`src/rtl/wb_pipe_multi_pkg.sv`:
```
// Shared constants, stage-operation encoding and stall decode for the
// multi-lane MEM->WB pipeline register.
package wb_pipe_multi_pkg;

    localparam int WB_MAX_DEPTH = 4;
    localparam int REG_ADDR_W   = 5;

    localparam logic STOP          = 1'b1;
    localparam logic WRITE_ENABLE  = 1'b1;
    localparam logic WRITE_DISABLE = 1'b0;
    localparam logic RST_ENABLE    = 1'b1;

    localparam logic [REG_ADDR_W-1:0] NOP_REG_ADDR = '0;

    typedef logic [REG_ADDR_W-1:0] reg_addr_t;

    // What every stage does on the coming posedge
    typedef enum logic [1:0] {
        OP_ADVANCE,
        OP_BUBBLE,
        OP_HOLD,
        OP_CLEAR
    } stage_op_e;

    // Priority: reset > flush > own stall (bubble or hold) > advance
    function automatic stage_op_e decode_op(input logic rst, input logic flush,
                                            input logic stall_self, input logic stall_next);
        if (rst == RST_ENABLE || flush) return OP_CLEAR;
        if (stall_self != STOP)         return OP_ADVANCE;
        if (stall_next != STOP)         return OP_BUBBLE;
        return OP_HOLD;
    endfunction

endpackage

```
`src/rtl/wb_pipe_multi_fwd_mux.sv`:
```
// Priority forwarding search over all in-flight stages and lanes.
// Youngest match wins: stage 0 before later stages, higher lane first.
// Address 0 never hits; no hit returns zero data.
module wb_fwd_mux
    import wb_pipe_multi_pkg::*;
#(
    parameter int LANES  = 2,
    parameter int DATA_W = 32,
    parameter int DEPTH  = 1
) (
    input  logic [DEPTH-1:0][LANES-1:0]                 wreg,
    input  logic [DEPTH-1:0][LANES-1:0][REG_ADDR_W-1:0] wd,
    input  logic [DEPTH-1:0][LANES-1:0][DATA_W-1:0]     wdata,
    input  logic [REG_ADDR_W-1:0]                       raddr,
    output logic                                        hit,
    output logic [DATA_W-1:0]                           data
);

    // Scan oldest to youngest so the last (youngest) match overrides
    always_comb begin
        hit  = 1'b0;
        data = '0;
        for (int s = DEPTH - 1; s >= 0; s--) begin
            for (int l = 0; l < LANES; l++) begin
                if (wreg[s][l] == WRITE_ENABLE && wd[s][l] == raddr && raddr != NOP_REG_ADDR) begin
                    hit  = 1'b1;
                    data = wdata[s][l];
                end
            end
        end
    end

endmodule

```
`src/rtl/wb_pipe_multi.sv`:
```
// MEM->WB pipeline register: LANES writeback lanes, DEPTH stages (1..WB_MAX_DEPTH),
// shared HI/LO slot, stall/flush aware.
// Optional feature macro WB_FWD_EN: in-flight forwarding lookup via wb_fwd_mux;
// without it fwd_hit/fwd_data are tied to 0 and fwd_raddr is ignored.
module wb_pipe_multi
    import wb_pipe_multi_pkg::*;
#(
    parameter int LANES     = 2,
    parameter int DATA_W    = 32,
    parameter int DEPTH     = 1,
    parameter int STALL_W   = 6,
    parameter int STAGE_IDX = 4
) (
    input  logic                      clk,
    input  logic                      rst,
    input  logic [STALL_W-1:0]        stall,
    input  logic                      flush,
    input  logic [LANES-1:0]          mem_wreg,
    input  logic [5*LANES-1:0]        mem_wd,
    input  logic [DATA_W*LANES-1:0]   mem_wdata,
    input  logic                      mem_whilo,
    input  logic [DATA_W-1:0]         mem_hi,
    input  logic [DATA_W-1:0]         mem_lo,
    output logic [LANES-1:0]          wb_wreg,
    output logic [5*LANES-1:0]        wb_wd,
    output logic [DATA_W*LANES-1:0]   wb_wdata,
    output logic                      wb_whilo,
    output logic [DATA_W-1:0]         wb_hi,
    output logic [DATA_W-1:0]         wb_lo,
    output logic                      wb_busy,
    input  logic [REG_ADDR_W-1:0]     fwd_raddr,
    output logic                      fwd_hit,
    output logic [DATA_W-1:0]         fwd_data
);

    // Packed views of every stage, index 0 = youngest
    logic [DEPTH-1:0][LANES-1:0]                 all_wreg;
    logic [DEPTH-1:0][LANES-1:0][REG_ADDR_W-1:0] all_wd;
    logic [DEPTH-1:0][LANES-1:0][DATA_W-1:0]     all_wdata;
    logic [DEPTH-1:0]                            all_whilo;
    logic [DEPTH-1:0][DATA_W-1:0]                all_hi;
    logic [DEPTH-1:0][DATA_W-1:0]                all_lo;

    stage_op_e op;

    // One decode shared by all stages; only stage 0 treats a bubble differently
    always_comb op = decode_op(rst, flush, stall[STAGE_IDX], stall[STAGE_IDX+1]);

    for (genvar k = 0; k < DEPTH; k++) begin : g_stage
        logic [LANES-1:0]                 src_wreg,  r_wreg;
        logic [LANES-1:0][REG_ADDR_W-1:0] src_wd,    r_wd;
        logic [LANES-1:0][DATA_W-1:0]     src_wdata, r_wdata;
        logic                             src_whilo, r_whilo;
        logic [DATA_W-1:0]                src_hi,    r_hi;
        logic [DATA_W-1:0]                src_lo,    r_lo;

        if (k == 0) begin : g_src_mem
            assign src_wreg  = mem_wreg;
            assign src_wd    = mem_wd;
            assign src_wdata = mem_wdata;
            assign src_whilo = mem_whilo;
            assign src_hi    = mem_hi;
            assign src_lo    = mem_lo;
        end else begin : g_src_prev
            assign src_wreg  = all_wreg[k-1];
            assign src_wd    = all_wd[k-1];
            assign src_wdata = all_wdata[k-1];
            assign src_whilo = all_whilo[k-1];
            assign src_hi    = all_hi[k-1];
            assign src_lo    = all_lo[k-1];
        end

        // Stage register: clear, hold, load bubble (stage 0 only) or load upstream
        always_ff @(posedge clk) begin
            if (op == OP_CLEAR || (op == OP_BUBBLE && k == 0)) begin
                r_wreg  <= {LANES{WRITE_DISABLE}};
                r_wd    <= '0;
                r_wdata <= '0;
                r_whilo <= WRITE_DISABLE;
                r_hi    <= '0;
                r_lo    <= '0;
            end else if (op != OP_HOLD) begin
                r_wreg  <= src_wreg;
                r_wd    <= src_wd;
                r_wdata <= src_wdata;
                r_whilo <= src_whilo;
                r_hi    <= src_hi;
                r_lo    <= src_lo;
            end
        end

        assign all_wreg[k]  = r_wreg;
        assign all_wd[k]    = r_wd;
        assign all_wdata[k] = r_wdata;
        assign all_whilo[k] = r_whilo;
        assign all_hi[k]    = r_hi;
        assign all_lo[k]    = r_lo;
    end

    assign wb_wreg  = all_wreg[DEPTH-1];
    assign wb_wd    = all_wd[DEPTH-1];
    assign wb_wdata = all_wdata[DEPTH-1];
    assign wb_whilo = all_whilo[DEPTH-1];
    assign wb_hi    = all_hi[DEPTH-1];
    assign wb_lo    = all_lo[DEPTH-1];
    assign wb_busy  = (|all_wreg) | (|all_whilo);

    // Only two stall bits matter here; the rest belong to other stages
    logic unused_stall;
    assign unused_stall = ^stall;

`ifdef WB_FWD_EN
    wb_fwd_mux #(
        .LANES  (LANES),
        .DATA_W (DATA_W),
        .DEPTH  (DEPTH)
    ) u_fwd (
        .wreg   (all_wreg),
        .wd     (all_wd),
        .wdata  (all_wdata),
        .raddr  (fwd_raddr),
        .hit    (fwd_hit),
        .data   (fwd_data)
    );
`else
    logic unused_fwd;
    assign unused_fwd = ^fwd_raddr;
    assign fwd_hit    = 1'b0;
    assign fwd_data   = '0;
`endif

endmodule

```
`config.mk`:
```
export PLATFORM = sky130hd
export DESIGN_NAME = wb_pipe_multi
export DESIGN_NICKNAME = d
export VERILOG_FILES = /design/src/rtl/wb_pipe_multi_pkg.sv /design/src/rtl/wb_pipe_multi_fwd_mux.sv /design/src/rtl/wb_pipe_multi.sv
export SDC_FILE = /design/constraint.sdc
export NUM_CORES = 1
export LEC_CHECK = 0
export BUFFER_PORTS_ARGS = -buffer_cell sky130_fd_sc_hd__buf_2
export CAP_MARGIN = 20
export CORE_AREA = 2 2 127 129
export DETAILED_ROUTE_END_ITERATION = 8
export DIE_AREA = 0 0 129 131
export GPL_TIMING_DRIVEN = 0
export PLACE_DENSITY = 0.74
export SETUP_SLACK_MARGIN = 0.05
export SYNTH_ARGS = -nofsm -noshare
export SYNTH_HDL_FRONTEND = slang
export SYNTH_SLANG_ARGS = --single-unit
```
`constraint.sdc`:
```
create_clock -name clk -period 1.4 [get_ports clk]
set_input_delay 0.42 -clock clk [delete_from_list [all_inputs] [get_ports clk]]
set_output_delay 0.42 -clock clk [all_outputs]
set_load 0.05 [all_outputs]
```
==> results of run 1 <==
-- kinds of logic (layout without fill, tap and decap cells) --
kind of cell | count (synthesis) | after routing
AO/OA/AOI/OAI | 141 | 141
buffers and inverters | 96 | 449
AND/OR/NAND/NOR | 284 | 284
flip-flops | 141 | 141
other | 1 | 33
-- power groups by stage --
stage | logic (mW) | clock network [mW] | registers (mW)
floorplan | 0.757 | 0 | 4.69
global placement | 1.64 | 0 | 4.27
finish | 1.95 | 5.13 | 4.26
detailed placement | 1.65 | 0 | 4.28
global route | 2.06 | 5.36 | 4.27
CTS | 1.82 | 5.17 | 4.24
-- metal layers --
| metal | track usage | vias to the layer above |
|---|---|---|
| met1 | 0.238 | 2833 |
| met4 | 0.0607 | 0 |
| met2 | 0.401 | 301 |
| li1 | - | 2924 |
| met3 | 0.0941 | 32 |
| met5 | 0 | - |
-- cell usage in the layout (no fill, tap or decap), drive strengths merged --
cell,n
nand3,141
buf,393
clkbuf,44
conb,33
or2,1
nand2b,141
clkinvlp,1
clkinv,3
inv,3
or3,1
a21oi,141
dfxtp,141
bufinv,5
-- through the flow --
| step | cells | total power [mW] | util |
|---|---|---|---|
| global route | 1264 | 11.7 | 0.656 |
| CTS | 1234 | 11.2 | 0.613 |
| detailed placement | 1196 | 5.93 | 0.495 |
| floorplan | 695 | 5.44 | - |
| finish | 1264 | 11.3 | 0.656 |
| global placement | 1196 | 5.92 | 0.495 |
-- worst min-delay path by stage --
| stage | from | to | depth (start not counted) |
|---|---|---|---|
| global placement | wb_wdata[2] | wb_wdata[2] | 2 |
| global route | mem_hi[13] | wb_hi[13] | 3 |
| CTS | mem_wdata[31] | wb_wdata[31] | 3 |
| floorplan | mem_whilo | wb_whilo | 2 |
| detailed placement | wb_wdata[6] | wb_wdata[6] | 2 |
| finish | mem_wreg[0] | wb_wreg[0] | 3 |
-- cell type report --
class / count / area [um2] / share of cell area
Multi-Input combinational cell: 458 / 2580 / 0.253
Clock buffer: 20 / 457 / 0.0446
Tap cell: 216 / 270 / 0.0264
Sequential cell: 141 / 3010 / 0.294
Timing Repair Buffer: 321 / 3100 / 0.303
Buffer: 96 / 609 / 0.0595
Clock inverter: 12 / 206 / 0.0202
-- registers in the layout, indices dropped and copies added (netlist names) --
signal	cells
wb_wreg	2
wb_wd	10
wb_lo	32
wb_wdata	64
wb_hi	32
wb_whilo	1
-- worst max-delay path: cells and delay by family (launching register included) --
family | cells | cell delay (ps)
flops | 1 | 320
simple gates | 1 | 380
buf+inv | 1 | 160
-- synthesized netlist by cell type --
| library cell | n | area share |
|---|---|---|
| conb_1 | 1 | 0.00064 |
| a21oi_2 | 40 | 0.059 |
| nand2b_1 | 141 | 0.15 |
| or2_1 | 1 | 0.0011 |
| clkbuf_1 | 24 | 0.015 |
| a21oi_1 | 101 | 0.086 |
| buf_6 | 11 | 0.021 |
| nand3_1 | 141 | 0.12 |
| buf_2 | 25 | 0.021 |
| dfxtp_1 | 141 | 0.48 |
| buf_4 | 36 | 0.046 |
| or3_1 | 1 | 0.0011 |
-- repair_timing --
item	CTS	global route
pin swaps	1	0
buffers inserted	6	30
endpoints found under the setup margin	142	135
gates resized for setup	444	118
cloned	0	0
==> flow_summary.toml, run 1 <==
[power_and_ir_drop]
cellInternalPower_mw = 8.21
switching_share = 0.276
leakage_nw = 4.34
seqPwrFrac = 0.376
p_clk_frac = 0.452
vdd_drop_max_mv = 0.736
switchingPower_mw = 3.13
power.density_nw_per_um2 = 1110
combPwrFrac = 0.172

[cts]
cts_buffer_depth = 2
cts_buffers = 17
cts_max_level = 4
cts.sinks = 141
path_clk_slew_ps = 60
ctsRootBufferMaster = "clkbuf_16"
clock_latency_ps = 420
cts_tree = "yes"
cts_hold_buf = 0

[critical_path]
crit_path_end_kind = "output pin"
startpoint = "wb_wreg[1]"
worstPathMaxFanout = 2
start_kind = "flip-flop"
cp-endpoint = "wb_busy"
r2r-start = "wb_wdata[15]"
cp.required_ps = 980
arrival_ps = 1270
timing.setup.critical_path_class = "flip-flop to output pin"
slowest_delay_ps = 380
critical_path.cell_chain = "or3_4, buf_8"
r2r-end = "wb_wdata[15]"
reg2reg_depth = 2
ff2ff_setup_slack_ps = 600
slowest_stage = "or3_4"

[logic_synthesis]
synth_simple_gate_area_frac = 0.272
syn-cell-area_um2 = 5890
postSynthCellCount = 663
synth_warnings = 0
synth-adder-area-share = 0
synth_compound_area_frac = 0.145
synth.area.mux_share = 0
postSynthAreaPerCell_um2 = 8.89
ys_seq_area_frac = 0.479
synth_top_family_by_area = "simple AND/OR/NAND/NOR gates"
ys_types = 12
synth.ff_latch_count = 141
synth_xor_area_frac = 0

[route]
route.met3.wl_um = 2140
drc_errors = 0
routed.top_layer = "met4"
wirelength_um = 21000
vias = 6090
drtPass1Iterations = 7
wl_met1_um = 7550
viasPerCell = 4.82
drtIter0Drc = 266
postRouteAntennaNets = 0
avgRoutedWirePerCell_um = 16.6
wl_met2_um = 10900

[sta]
fin_skew_ps = 0
finalMaxSlewViolations = 0
slew_headroom = 0.654
final.setup.tns_ps = -366
fin_crit_ps = 1690
whs_ps = 242
tightest_slew_ps = 519
setup_viol = 4
fmax_ghz = 0.590
rsz0062_at_grt = "true"
finalCritPeriodShare = 1.21
setup_ws_ps = -294
finalHoldViolations = 0

[global_route]
grt-ovfl-total = 0
grt_pass1_vias = 5736
antenna_found_initial = 0
grt_max_degree = 17
grt_pass1_wl_um = 29200
grt_usage = 0.222

[finish]
fin_nets = 1190
fin_area_um2 = 10200
area_growth_pct = 73.7
nFillCells = 1161
antenna_cells = 0
drive_gt1_frac = 0.578

[die]
die_x_um = 129
core_um2 = 15600
pin_count = 330
die_h_um = 131
initial_core_util = 0.378
dieArea_um2 = 16900
num_rows = 46

[placement]
dp_hpwl_um = 13400
port-buffer-count = 285
place.gp.congestion = 0.773
dp_slack_ps = -185
place_area_um2 = 7720

[min_path]
hold_path.class = "primary input to flip-flop"

[status]
failed_checks = "setup timing"
status = "finished with violations"

[run]
maxCapViolCount = 0
No activity file was read; power rests on OpenSTA's default activity.
==> run 2, diff against run 1 <==
--- a/config.mk
+++ b/config.mk
@@ -7,12 +7,13 @@
 export LEC_CHECK = 0
 export BUFFER_PORTS_ARGS = -buffer_cell sky130_fd_sc_hd__buf_2
 export CAP_MARGIN = 20
-export CORE_AREA = 2 2 127 129
+export CORE_AREA = 2 2 130 132
+export CTS_CLUSTER_DIAMETER = 50
 export DETAILED_ROUTE_END_ITERATION = 8
-export DIE_AREA = 0 0 129 131
+export DIE_AREA = 0 0 132 134
 export GPL_TIMING_DRIVEN = 0
-export PLACE_DENSITY = 0.74
-export SETUP_SLACK_MARGIN = 0.05
+export PLACE_DENSITY = 0.72
+export SETUP_SLACK_MARGIN = 0.3
 export SYNTH_ARGS = -nofsm -noshare
 export SYNTH_HDL_FRONTEND = slang
 export SYNTH_SLANG_ARGS = --single-unit
==> run 2 against run 1 <==
The flow still finishes with violations (setup timing). Combinational power rose by 4%. Non-clock buffer count rose by 6. Worst setup slack got worse by 9.5 ps. Die area rose by 4.7%. Clock skew did not move. Sequential share of layout area fell by 0.80 points. Sequential power barely moved. Worst hold slack improved by 8.2 ps.
==> flow_summary.toml, run 2 (synthesis gave the netlist of run 1 again) <==
[status]
status = "finished with violations"
failed_checks = "setup timing"

[finish]
fin_nets = 1196
largest_reg_flops = 64
final_util = 0.648
fin_cells = 1274
drive_gt1_frac = 0.633
area_growth_pct = 79.0
final_cell_mix = "buf_2, buf_8, nand2b_1, nand3_1, dfxtp_2"
final_common_cell = "buf_2"
nFillCells = 1250

[cts]
cts_buffers = 17
cts.sinks = 141
cts_buffer_depth = 2
ctsRootBufferMaster = "clkbuf_16"
clock_latency_ps = 410
path_clk_slew_ps = 60
cts_tree = "yes"
cts_max_level = 4

[critical_path]
arrival_ps = 1280
cp.required_ps = 980
startpoint = "wb_wreg[0]"
r2r-start = "wb_wdata[18]"
start_kind = "flip-flop"
cp-endpoint = "wb_busy"
slowest_delay_ps = 380
critical_path.cell_chain = "or3_4, buf_8"
crit_path_end_kind = "output pin"
critical_path_buf_inv_count = 1
worstPathMaxFanout = 2
slowest_stage = "or3_4"
cp.depth = 2
timing.setup.critical_path_class = "flip-flop to output pin"
ff2ff_setup_slack_ps = 520
r2r-end = "wb_wdata[18]"
crit_family = "simple AND/OR/NAND/NOR gates"
reg2reg_depth = 4

[placement]
port-buffer-count = 285
dp_hpwl_um = 13500
numPlacedInstances = 1200
place.gp.congestion = 0.817

[die]
initial_core_util = 0.362
dieArea_um2 = 17700
pin_count = 330
die_h_um = 134
die_x_um = 132
num_rows = 47
core_um2 = 16300

[route]
drc_errors = 0
avgRoutedWirePerCell_um = 16.4
drtPass1Iterations = 4
viasPerCell = 4.74
postRouteAntennaNets = 0
drtIter0Drc = 266
wirelength_um = 20900
vias = 6040

[sta]
fin_skew_ps = 0
rsz0062_at_grt = "true"
setup_viol = 3
fmax_ghz = 0.587
finalCritPeriodShare = 1.22
setup_ws_ps = -304
finalHoldViolations = 0
finalMaxSlewViolations = 0
fin_crit_ps = 1700

[power_and_ir_drop]
switchingPower_mw = 3.01
switching_share = 0.268
seqPwrFrac = 0.379
power.density_nw_per_um2 = 1060
leakage_nw = 4.41
power_mw = 11.2
cellInternalPower_mw = 8.22
vdd_drop_max_mv = 0.757
p_clk_frac = 0.441
combPwrFrac = 0.180

[global_route]
grt_max_degree = 17
grt-ovfl-total = 0
grt_usage = 0.227
grt_pass1_vias = 6015
grt_pass1_wl_um = 31700
antenna_found_initial = 1

[run]
maxCapViolCount = 0

[min_path]
hold_path.class = "primary input to flip-flop"
run 2: cell types whose count changed in the layout (fill, tap and decap cells not counted), sizes merged:
| cell | change |
|---|---|
| buf | +6 |
| inv | -3 |
| clkinv | -3 |
| clkbuf | +5 |
| diode | +1 |
run 2: cell type report:
cell class,instances,area (um2),share of cell area
tap,220,275,0.0261
buffer,96,677,0.0642
multi-input combinational,458,2770,0.263
sequential,141,3010,0.286
antenna,1,2.50,0.000237
clock buffer,25,475,0.0451
clock inverter,6,158,0.0149
timing repair buffer,327,3170,0.301
run 2: per-layer routing:
metal,vias to the layer above,routed length (um),global-route usage
li1,2927,-,-
met1,2824,8040,0.251
met2,250,10700,0.398
met3,39,1580,0.0760
met4,0,615,0.0966
met5,-,0,0
run 2: stage by stage:
| step | hold slack [ps] | area [um2] | TNS, ps | setup slack (ps) |
|---|---|---|---|---|
| 2_1_floorplan | 559 | 6280 | 0 | 105 |
| 3_3_place_gp | 451 | 7980 | -1170 | -124 |
| 3_5_place_dp | 456 | 7980 | -1170 | -110 |
| 4_1_cts | 230 | 10400 | -442 | -327 |
| 5_1_grt | 230 | 10500 | -491 | -345 |
| 6_report | 250 | 10500 | -383 | -304 |
run 2: worst min-delay path: cells and delay by family:
family / cells / cell delay [ps]
buf+inv: 1 / 100
simple gates: 1 / 50
compound gates: 1 / 50
run 2: how the worst min path moves through the flow:
stage / slack [ps] / cells past startpoint / from / endpoint
5_1_grt: 230 / 3 / mem_lo[13] / wb_lo[13]
2_1_floorplan: 560 / 2 / mem_whilo / wb_whilo
3_3_place_gp: 450 / 2 / wb_lo[3] / wb_lo[3]
6_report: 250 / 3 / mem_lo[30] / wb_lo[30]
3_5_place_dp: 460 / 2 / wb_lo[9] / wb_lo[9]
4_1_cts: 230 / 3 / mem_wd[5] / wb_wd[5]
run 2: power by group through the flow:
stage / Combinational [mW] / Sequential [mW] / Clock (mW)
CTS: 1.97 / 4.25 / 5.04
floorplan: 0.819 / 4.68 / 0
global route: 2.12 / 4.27 / 5.21
detailed placement: 1.71 / 4.28 / 0
global placement: 1.70 / 4.27 / 0
finish: 2.02 / 4.26 / 4.95
run 2: repair_timing:
item                                    CTS  global route
endpoints found under the setup margin  142           146
hold buffers                              0             0
setup buffers                            24            18
pin swaps                                 1             0
resized for setup                       567             5
